### src/rtl/wshb_stream_sink.sv
// -----------------------------------------------------------------------------
// wshb_stream_sink
//
// Terminates the video stream bus coming from hw_support and writes the pixels
// into the SDRAM framebuffer read by the vga controller.
//
// Stream (responder) side: 32-bit pixel writes are acknowledged in the request
// cycle whenever the pixel FIFO has room, and the data is queued.
// SDRAM (initiator) side: a two-state FSM drains the FIFO into consecutive
// word addresses, wrapping after HDISP*VDISP pixels. frame_done pulses for one
// cycle after the SDRAM acknowledges the last pixel of a frame.
//
// Parameters:
//   HDISP       active pixels per line
//   VDISP       active lines per frame
//   FIFO_DEPTH  pixel FIFO depth (power of 2, >= 2)
//
// Ports:
//   sys_clk, sys_rst   system clock, synchronous active-high reset
//   s_cyc_i, s_stb_i, s_we_i, s_dat_i       stream responder inputs
//   s_ack_o, s_err_o, s_rty_o, s_dat_o      stream responder outputs
//   m_cyc_o, m_stb_o, m_we_o, m_adr_o, m_dat_o, m_sel_o, m_cti_o, m_bte_o
//                                           SDRAM writer outputs
//   m_ack_i                                 SDRAM acknowledge
//   frame_done                              one-cycle end-of-frame pulse
//
// Configuration macro: STREAM_SINK_RDERR_EN
//   defined   : a stream read gets err=1, ack=0
//   undefined : a stream read gets ack=1, dat=0, err=0 (no FIFO effect)
// -----------------------------------------------------------------------------
module wshb_stream_sink #(
  parameter int HDISP      = 800,
  parameter int VDISP      = 480,
  parameter int FIFO_DEPTH = 16
) (
  input  logic        sys_clk,
  input  logic        sys_rst,
  // stream responder
  input  logic        s_cyc_i,
  input  logic        s_stb_i,
  input  logic        s_we_i,
  input  logic [31:0] s_dat_i,
  output logic        s_ack_o,
  output logic        s_err_o,
  output logic        s_rty_o,
  output logic [31:0] s_dat_o,
  // SDRAM writer
  output logic        m_cyc_o,
  output logic        m_stb_o,
  output logic        m_we_o,
  output logic [31:0] m_adr_o,
  output logic [31:0] m_dat_o,
  output logic [3:0]  m_sel_o,
  output logic [2:0]  m_cti_o,
  output logic [1:0]  m_bte_o,
  input  logic        m_ack_i,
  // status
  output logic        frame_done
);

  localparam int NPIX = HDISP * VDISP;
  localparam int PW   = $clog2(NPIX);
  localparam int AW   = $clog2(FIFO_DEPTH);
  localparam int CW   = AW + 1;

  localparam logic [PW-1:0] PIX_LAST = PW'(NPIX - 1);
  localparam logic [CW-1:0] CNT_FULL = CW'(FIFO_DEPTH);

  localparam logic [0:0] ST_IDLE  = 1'b0;
  localparam logic [0:0] ST_WRITE = 1'b1;

  // ---------------------------------------------------------------------------
  // Pixel FIFO storage and pointers
  // ---------------------------------------------------------------------------
  logic [31:0]   mem [FIFO_DEPTH];
  logic [AW-1:0] wr_ptr_q, wr_ptr_d;
  logic [AW-1:0] rd_ptr_q, rd_ptr_d;
  logic [CW-1:0] count_q,  count_d;

  logic full, empty;
  logic req_w, req_r;
  logic push, pop;

  assign full  = (count_q == CNT_FULL);
  assign empty = (count_q == '0);

  // ---------------------------------------------------------------------------
  // Stream responder (combinational)
  // ---------------------------------------------------------------------------
  assign req_w = s_cyc_i & s_stb_i & s_we_i;
  assign req_r = s_cyc_i & s_stb_i & ~s_we_i;

  // Fullness comes from the registered count only, so a pop in the same cycle
  // never opens room for a push; this keeps ack free of the SDRAM ack path.
  assign push = req_w & ~full & ~sys_rst;

`ifdef STREAM_SINK_RDERR_EN
  assign s_ack_o = push;
  assign s_err_o = req_r & ~sys_rst;
`else
  assign s_ack_o = push | (req_r & ~sys_rst);
  assign s_err_o = 1'b0;
`endif

  assign s_rty_o = 1'b0;
  assign s_dat_o = 32'h0;

  // ---------------------------------------------------------------------------
  // SDRAM writer FSM
  // ---------------------------------------------------------------------------
  logic [0:0]    state_q, state_d;
  logic [PW-1:0] pix_cnt_q, pix_cnt_d;
  logic [PW-1:0] pix_inc;

  logic          m_cyc_q, m_cyc_d;
  logic          m_stb_q, m_stb_d;
  logic          m_we_q,  m_we_d;
  logic [31:0]   m_adr_q, m_adr_d;
  logic [31:0]   m_dat_q, m_dat_d;
  logic [3:0]    m_sel_q, m_sel_d;
  logic [2:0]    m_cti_q, m_cti_d;
  logic [1:0]    m_bte_q, m_bte_d;
  logic          frame_done_q, frame_done_d;

  logic [CW-1:0] count_after;
  logic [31:0]   head_dat;
  logic [31:0]   next_dat;

  function automatic logic [31:0] pix_to_adr(input logic [PW-1:0] pix);
    return 32'({pix, 2'b00});
  endfunction

  assign pop = (state_q == ST_WRITE) & m_ack_i;

  assign pix_inc = (pix_cnt_q == PIX_LAST) ? '0 : pix_cnt_q + PW'(1);

  assign count_after = count_q - CW'(pop) + CW'(push);

  assign head_dat = mem[rd_ptr_q];

  // Word following the head after a pop. With only one entry stored, the next
  // word can only be the one being pushed this same cycle.
  assign next_dat = (count_q > CW'(1)) ? mem[rd_ptr_q + AW'(1)] : s_dat_i;

  always_comb begin
    state_d   = state_q;
    pix_cnt_d = pix_cnt_q;
    m_cyc_d   = m_cyc_q;
    m_stb_d   = m_stb_q;
    m_we_d    = m_we_q;
    m_adr_d   = m_adr_q;
    m_dat_d   = m_dat_q;
    m_sel_d   = m_sel_q;
    m_cti_d   = m_cti_q;
    m_bte_d   = m_bte_q;

    case (state_q)
      ST_IDLE: begin
        if (!empty) begin
          m_cyc_d = 1'b1;
          m_stb_d = 1'b1;
          m_we_d  = 1'b1;
          m_sel_d = 4'hF;
          m_cti_d = 3'b000;
          m_bte_d = 2'b00;
          m_adr_d = pix_to_adr(pix_cnt_q);
          m_dat_d = head_dat;
          state_d = ST_WRITE;
        end
      end

      ST_WRITE: begin
        if (m_ack_i) begin
          pix_cnt_d = pix_inc;
          if (count_after != '0) begin
            m_adr_d = pix_to_adr(pix_inc);
            m_dat_d = next_dat;
          end else begin
            m_cyc_d = 1'b0;
            m_stb_d = 1'b0;
            state_d = ST_IDLE;
          end
        end
      end

      default: begin
        m_cyc_d = 1'b0;
        m_stb_d = 1'b0;
        state_d = ST_IDLE;
      end
    endcase
  end

  assign frame_done_d = pop & (pix_cnt_q == PIX_LAST);

  // ---------------------------------------------------------------------------
  // FIFO pointer/occupancy next state
  // ---------------------------------------------------------------------------
  always_comb begin
    wr_ptr_d = wr_ptr_q;
    rd_ptr_d = rd_ptr_q;
    count_d  = count_after;
    if (push) wr_ptr_d = wr_ptr_q + AW'(1);
    if (pop)  rd_ptr_d = rd_ptr_q + AW'(1);
  end

  // ---------------------------------------------------------------------------
  // Registers
  // ---------------------------------------------------------------------------
  always_ff @(posedge sys_clk) begin
    if (push) mem[wr_ptr_q] <= s_dat_i;
  end

  always_ff @(posedge sys_clk) begin
    if (sys_rst) begin
      wr_ptr_q     <= '0;
      rd_ptr_q     <= '0;
      count_q      <= '0;
      state_q      <= ST_IDLE;
      pix_cnt_q    <= '0;
      m_cyc_q      <= 1'b0;
      m_stb_q      <= 1'b0;
      m_we_q       <= 1'b0;
      m_adr_q      <= 32'h0;
      m_dat_q      <= 32'h0;
      m_sel_q      <= 4'h0;
      m_cti_q      <= 3'b000;
      m_bte_q      <= 2'b00;
      frame_done_q <= 1'b0;
    end else begin
      wr_ptr_q     <= wr_ptr_d;
      rd_ptr_q     <= rd_ptr_d;
      count_q      <= count_d;
      state_q      <= state_d;
      pix_cnt_q    <= pix_cnt_d;
      m_cyc_q      <= m_cyc_d;
      m_stb_q      <= m_stb_d;
      m_we_q       <= m_we_d;
      m_adr_q      <= m_adr_d;
      m_dat_q      <= m_dat_d;
      m_sel_q      <= m_sel_d;
      m_cti_q      <= m_cti_d;
      m_bte_q      <= m_bte_d;
      frame_done_q <= frame_done_d;
    end
  end

  assign m_cyc_o    = m_cyc_q;
  assign m_stb_o    = m_stb_q;
  assign m_we_o     = m_we_q;
  assign m_adr_o    = m_adr_q;
  assign m_dat_o    = m_dat_q;
  assign m_sel_o    = m_sel_q;
  assign m_cti_o    = m_cti_q;
  assign m_bte_o    = m_bte_q;
  assign frame_done = frame_done_q;

endmodule

### config.mk
export PLATFORM = sky130hd
export DESIGN_NAME = wshb_stream_sink
export DESIGN_NICKNAME = d
export VERILOG_FILES = /design/src/rtl/wshb_stream_sink.sv
export SDC_FILE = /design/constraint.sdc
export NUM_CORES = 1
export LEC_CHECK = 0
export ABC_AREA = 1
export CORE_AREA = 2 2 286 288
export DETAILED_ROUTE_END_ITERATION = 10
export DIE_AREA = 0 0 288 290
export PLACE_DENSITY = 0.6
export SLEW_MARGIN = 20
export SYNTH_ARGS = -nofsm -noshare
export SYNTH_HDL_FRONTEND = slang
export SYNTH_SLANG_ARGS = --single-unit
### constraint.sdc
create_clock -name sys_clk -period 4.55 [get_ports sys_clk]
set_input_delay 0.91 -clock sys_clk [delete_from_list [all_inputs] [get_ports sys_clk]]
set_output_delay 0.91 -clock sys_clk [all_outputs]
set_load 0.02 [all_outputs]
Yosys cells after proc, flatten, opt, wreduce, memory -nomap -nowiden
Memory sizes are Yosys's and may differ from the RTL's. A register that Yosys moved wholly into a read port is not among the register bits.
Index checks and enable logic that the tools add are counted.
{"block": "classes", "mux": 22, "n_bitwise": 14, "eq_ne": 6, "addsub": 5, "order_cmp": 1, "reduce_logical": 6}
{"operator": "$mux W32", "n": 7}
{"operator": "$pmux W32 S2", "n": 2}
{"operator": "$add A19 B1 Y19 const B", "n": 1}
{"operator": "$eq A19 B19 Y1 const B", "n": 1}
{"operator": "$mux W19", "n": 1}
{"operator": "$add A4 B1 Y4 const B", "n": 2}
{"operator": "$and A1 B1 Y1", "n": 8}
{"operator": "$mux W1", "n": 8}
{"operator": "$mux W4", "n": 2}
{"operator": "$ne A2 B2 Y1 const B", "n": 3}
{"operator": "$reduce_and A3 Y1", "n": 2}
{"operator": "$add A5 B1 Y5", "n": 1}
{"operator": "$eq A5 B5 Y1 const B", "n": 1}
{"operator": "$gt A5 B1 Y1 const B", "n": 1}
{"operator": "$logic_not A5 Y1", "n": 1}
{"operator": "$not A1 Y1", "n": 5}
{"operator": "$reduce_bool A5 Y1", "n": 1}
{"operator": "$sub A5 B1 Y5", "n": 1}
{"operator": "$pmux W1 S2", "n": 2}
{"operator": "$reduce_and A2 Y1", "n": 2}
{"operator": "$ne A2 B1 Y1 const B", "n": 1}
{"operator": "$or A1 B1 Y1", "n": 1}
{"block": "word_totals", "output_inout_bits": 112, "register_bits": 101, "memories": 1, "mem_bits_rw": 512, "input_bits": 38}
{"name": "mem", "words": 16, "word_bits": 32, "rd": 2, "rd_ports_with_merged_regs": 1, "wr": 1, "line": "75", "text": "logic [31:0] mem [FIFO_DEPTH];"}

Longest topological paths before layout
{"block": "logic_depth", "word_depth": 9, "depth_mapped": 23, "depth_no_buf": 21}

Worst setup path after synthesis
No wires, ideal clock.
{"block": "synth_path", "path_type": "input to register", "startpoint": "in m_ack_i", "endpoint": "reg m_adr_q[18] (netlist: m_adr_o[18])", "t_arrival_ps": 3475, "stages": 18, "required_ps": 4433, "n_path_buf": 3, "setup_ps": 117, "setup_slack_ps": 958, "path_cell_list": "nand2_1 -> inv_2 -> clkbuf_1 -> ha_1 -> inv_1 -> ha_1 -> inv_1 -> fa_1 -> xnor2_1 -> nand2_1 -> nor2_1 -> nand3_2 -> nand2_2 -> nand2_2 -> buf_6 -> buf_2 -> o21ai_0 -> nor2_1"}
{"block": "synth_via", "elab_chain_len": 6, "elab_cells_between_ends": 7, "cone_classes": "add/sub (2); eq/ne (2); bitwise (1); reduce/logical (2)"}
{"element": "start, declared", "line": "56", "text": "input logic m_ack_i,"}
{"element": "$and A1 B1 Y1", "line": "133", "text": "assign pop = (state_q == ST_WRITE) & m_ack_i;"}
{"element": "named net pop", "line": "82", "text": "logic push, pop;"}
{"element": "$sub A5 B1 Y5", "line": "137", "text": "assign count_after = count_q - CW'(pop) + CW'(push);"}
{"element": "$add A5 B1 Y5", "line": "137"}
{"element": "$reduce_bool A5 Y1", "line": "175", "text": "if (count_after != '0) begin"}
{"element": "$ne A2 B1 Y1 (no line)"}
{"element": "$reduce_and A3 Y1 (no line)"}
{"element": "end signal, assigned", "line": "239", "text": "m_adr_q <= m_adr_d;"}
{"element": "end, declared", "line": "118", "text": "logic [31:0] m_adr_q, m_adr_d;"}
The timed path passes the listed nets, and every way through them passes these cells.
A chain may end at the register's enable or synchronous reset.

Worst setup path in the final report
{"block": "layout_path", "startpoint": "reg count_q[2]", "endpoint": "reg m_adr_q[6] (netlist: m_adr_o[6])"}
{"block": "layout_via", "elab_chain_len": 8, "elab_cells_between_ends": 11, "cone_classes": "add/sub (2); eq/ne (3); bitwise (3); reduce/logical (3)"}
{"element": "start, declared", "line": "78", "text": "logic [CW-1:0] count_q, count_d;"}
{"element": "start signal, assigned", "line": "233", "text": "count_q <= count_d;"}
{"element": "parallel branches: the longest is 7 deep, another holds $sub A5 B1 Y5"}
{"element": "$reduce_and A3 Y1 (no line) (*)"}
Every way passes the cells marked *.

==> impl_metrics.yaml <==
clock_tree:
  clock-sinks: 603
  htree_levels: 3
  cts_tree: "yes"
  clkTransAtPathRegs_ps: 60
  cts.path.max_buffers: 3
  clock_latency_ps: 630
  cts-root-buf: "clkbuf_16"
  postCtsSetupRepairBufs: 0
  cts_buffers: 68
  hold_buffers: 0
  cts-resized-gates: 0
place:
  gp_congestion: 0.809
  dp_hpwl_mm: 52.2
  port_buffers: 97
synthesis:
  synth_top_area_cell: "edfxtp_1"
  synthTopCellsByArea: "edfxtp_1, nand2_1, nand3_1, dfxtp_1, inv_1"
  syn_inst: 3902
  synth.avg_cell_area_sq_um: 8.17
  synth-seq-area-share: 0.539
  synth_warnings: 0
  syn-cell-area_sq_mm: 0.0319
  yosys_register_bits: 603
  synth.top_cell.area_share: 0.482
  synth.distinct_cells: 35
die:
  io_pins: 150
  die_y_microns: 290
  core-area_sq_mm: 0.0802
  num_rows: 104
  dieArea_sq_mm: 0.0835
  start_util: 0.398
  die_w_microns: 288
worst_setup_path:
  slowest_stage: "inv_1"
  r2r_setup_slack_ps: 900
  worstPathArrival_ps: 4180
  required_ps: 5080
  end_kind: "flop"
  r2r-start: "count_q[2]"
  timing.rr.end: "m_adr_o[6]"
  r2r_cells: 20
  cp_max_fo: 24
  crit_type: "flop to flop"
  path_cells: "inv_1, ha_1, inv_1, nor2_1, nand3_1, nand4_1, ha_1, inv_1, ha_1, inv_1, fa_1, xnor2_1, nand2_1, nor2_1, nand3_2, nand2_2, nand2_2, inv_1, nor2_1, nor2_1"
  critical_path.startpoint_type: "flop"
  cp_common_cell: "inv_1"
  slowest_delay_ps: 460
timing:
  finalHoldViolations: 0
  max_slew.worst_pin.slew_ps: 1230
  max_slew_margin: 0.181
  skew_ps: 28.5
  max_freq_mhz: 274
  setup_viol: 0
  tns_ps: 0
  fin_crit_ps: 3650
  fin_crit_sh: 0.802
  slew_viol_final: 0
  rsz0062_at_grt: "no"
run:
  cap_violations: 0
detailed_routing:
  drc: 0
  highest_layer: "met5"
  wl_met2_mm: 49.3
  ant_nets: 0
  via_count: 26800
  routed_wl_mm: 104
  drt-met1-wl_mm: 41.9
  wl_met3_mm: 8.88
  vias_per_cell: 5.37
  wl_per_cell_microns: 20.8
  drt_iter0_markers: 2941
  dr.pass1.iters: 6
final_layout:
  drive_above_1_share: 0.0693
  fill_cells: 7778
  fin_util: 0.447
  n_antenna_cell: 0
  area_growth_pct: 12.3
  seqCellArea_sq_mm: 0.0172
  nets: 3923
  multi_input_area_sq_mm: 0.0125
global_routing:
  overflow: 0
  grt_pass1_wl_mm: 156
  grt_pass1_vias: 25500
  grt_max_degree: 137
  antenna_found_initial: 2
  globalRouteTotalUtil: 0.245
power:
  vdd_drop_max_mv: 0.320
  leakage_uw: 0.0147
  power.density_mw_per_mm2: 508
run_status:
  status: "finished, final reports clean"
hold_path:
  whs_path_depth: 2
  hp-start: "m_adr_o[11]"
  whs_endpoint: "m_adr_o[11]"
  hold_path_class: "flop to flop"
[per-stage QoR]
step	cells	setup slack [ps]	hold WS [ps]	instance area, sq um	power (uW)
2_1_floorplan	3953	958	477	32100	10600
3_3_place_gp	4860	315	473	33600	12600
3_5_place_dp	4860	294	484	33600	12700
4_1_cts	4985	862	493	35800	18200
5_1_grt	4985	538	531	35800	19100
6_report	4985	901	489	35800	18200
[report_power, final]
part	internal, uW	leakage (uW)	switching [uW]	total (uW)
Combinational	1950	0.00824	4060	6010
Clock	3270	0.00110	2300	5580
Sequential	6260	0.00536	330	6590
[sequential cells by signal, indices dropped and copies added, names as in the netlist, named ones only]
register,cells
frame_done,1
mem,512
m_adr_o,19
m_sel_o,1
pix_cnt_q,19
wr_ptr_q,4
count_q,5
m_dat_o,32
state_q,1
m_stb_o,1
rd_ptr_q,4
[area by class of cell]
cell class                      instances  share of cell area
Sequential cell                       603               0.481
Multi-Input combinational cell       2824               0.348
Clock buffer                           98              0.0544
Timing Repair Buffer                  162              0.0485
Tap cell                             1060              0.0371
Inverter                              211              0.0228
Clock inverter                         27             0.00804
[cells in the mapped netlist]
master	count
inv_2	7
ha_1	14
edfxtp_1	512
nand4_1	11
clkbuf_2	4
dfxtp_1	91
a31oi_2	1
nand3_1	724
buf_6	19
nand2_2	2
nor2_2	1
o21a_1	1
fa_1	1
xnor2_1	4
buf_12	1
buf_4	78
a21oi_1	37
o21ai_1	5
o211ai_1	3
buf_1	27
buf_2	108
nor3_4	1
inv_1	204
a21oi_2	29
conb_1	1
nand3b_1	33
xor2_1	2
or2_2	32
clkbuf_1	78
xor2_2	1
nor2_1	173
o21ai_0	100
nand3_2	2
nor3_1	6
nand2_1	1589
[layer usage]
| layer | GRT usage | vias to the layer above |
|---|---|---|
| met3 | 0.0357 | 249 |
| li1 | - | 12700 |
| met2 | 0.414 | 1251 |
| met1 | 0.317 | 12600 |
| met4 | 0.0967 | 4 |
| met5 | 0 | - |
[worst max-delay path: cells and delay by family (launching register included)]
kind / cells / cell delay, ps
flip-flops: 1 / 310
buffers and inverters: 5 / 690
XOR/XNOR: 1 / 210
AND/OR/NAND/NOR: 10 / 1400
adder cells (fa/ha/maj): 4 / 950
[placed cells by master, fill, tap and decap left out, types with 4 or more instances in the layout]
cell,Yosys,layout
nor3_1,6,6
buf_12,1,22
dfxtp_1,91,85
o21ai_0,100,100
inv_2,7,6
clkinv_2,0,15
xnor2_1,4,4
nor2_1,173,157
bufinv_16,0,5
clkdlybuf4s50_1,0,97
nor2_4,0,16
or2_2,32,32
o21ai_1,5,5
clkbuf_8,0,9
conb_1,1,52
a21oi_1,37,37
nand4_1,11,11
buf_4,78,43
inv_1,204,199
a21oi_2,29,29
nand2_1,1589,1587
nand3b_1,33,33
clkbuf_16,0,70
dfxtp_4,0,4
ha_1,14,13
edfxtp_1,512,512
nand3_1,724,724
clkbuf_1,78,19
clkinv_1,0,5
[kinds of logic after synthesis]
family                   share of synthesized area
other                                     0.000118
adder cells (fa/ha/maj)                    0.00612
buffers and inverters                       0.0805
flip-flops                                   0.539
AO/OA/AOI/OAI                               0.0316
XOR/XNOR                                   0.00216
AND/OR/NAND/NOR                              0.340
[worst max path at each step]
| stage | from | end | slack [ps] | depth (start not counted) |
|---|---|---|---|---|
| final | count_q[2] | m_adr_o[6] | 900 | 20 |
| after global routing | count_q[2] | m_adr_o[18] | 540 | 20 |
| after CTS | count_q[2] | m_adr_o[2] | 860 | 20 |
| after detailed placement | s_stb_i | m_adr_o[18] | 290 | 18 |
| after global placement | s_cyc_i | m_adr_o[17] | 310 | 18 |
| after floorplan | m_ack_i | m_adr_o[18] | 960 | 18 |
Note: power is estimated with default switching activity, not from simulation.
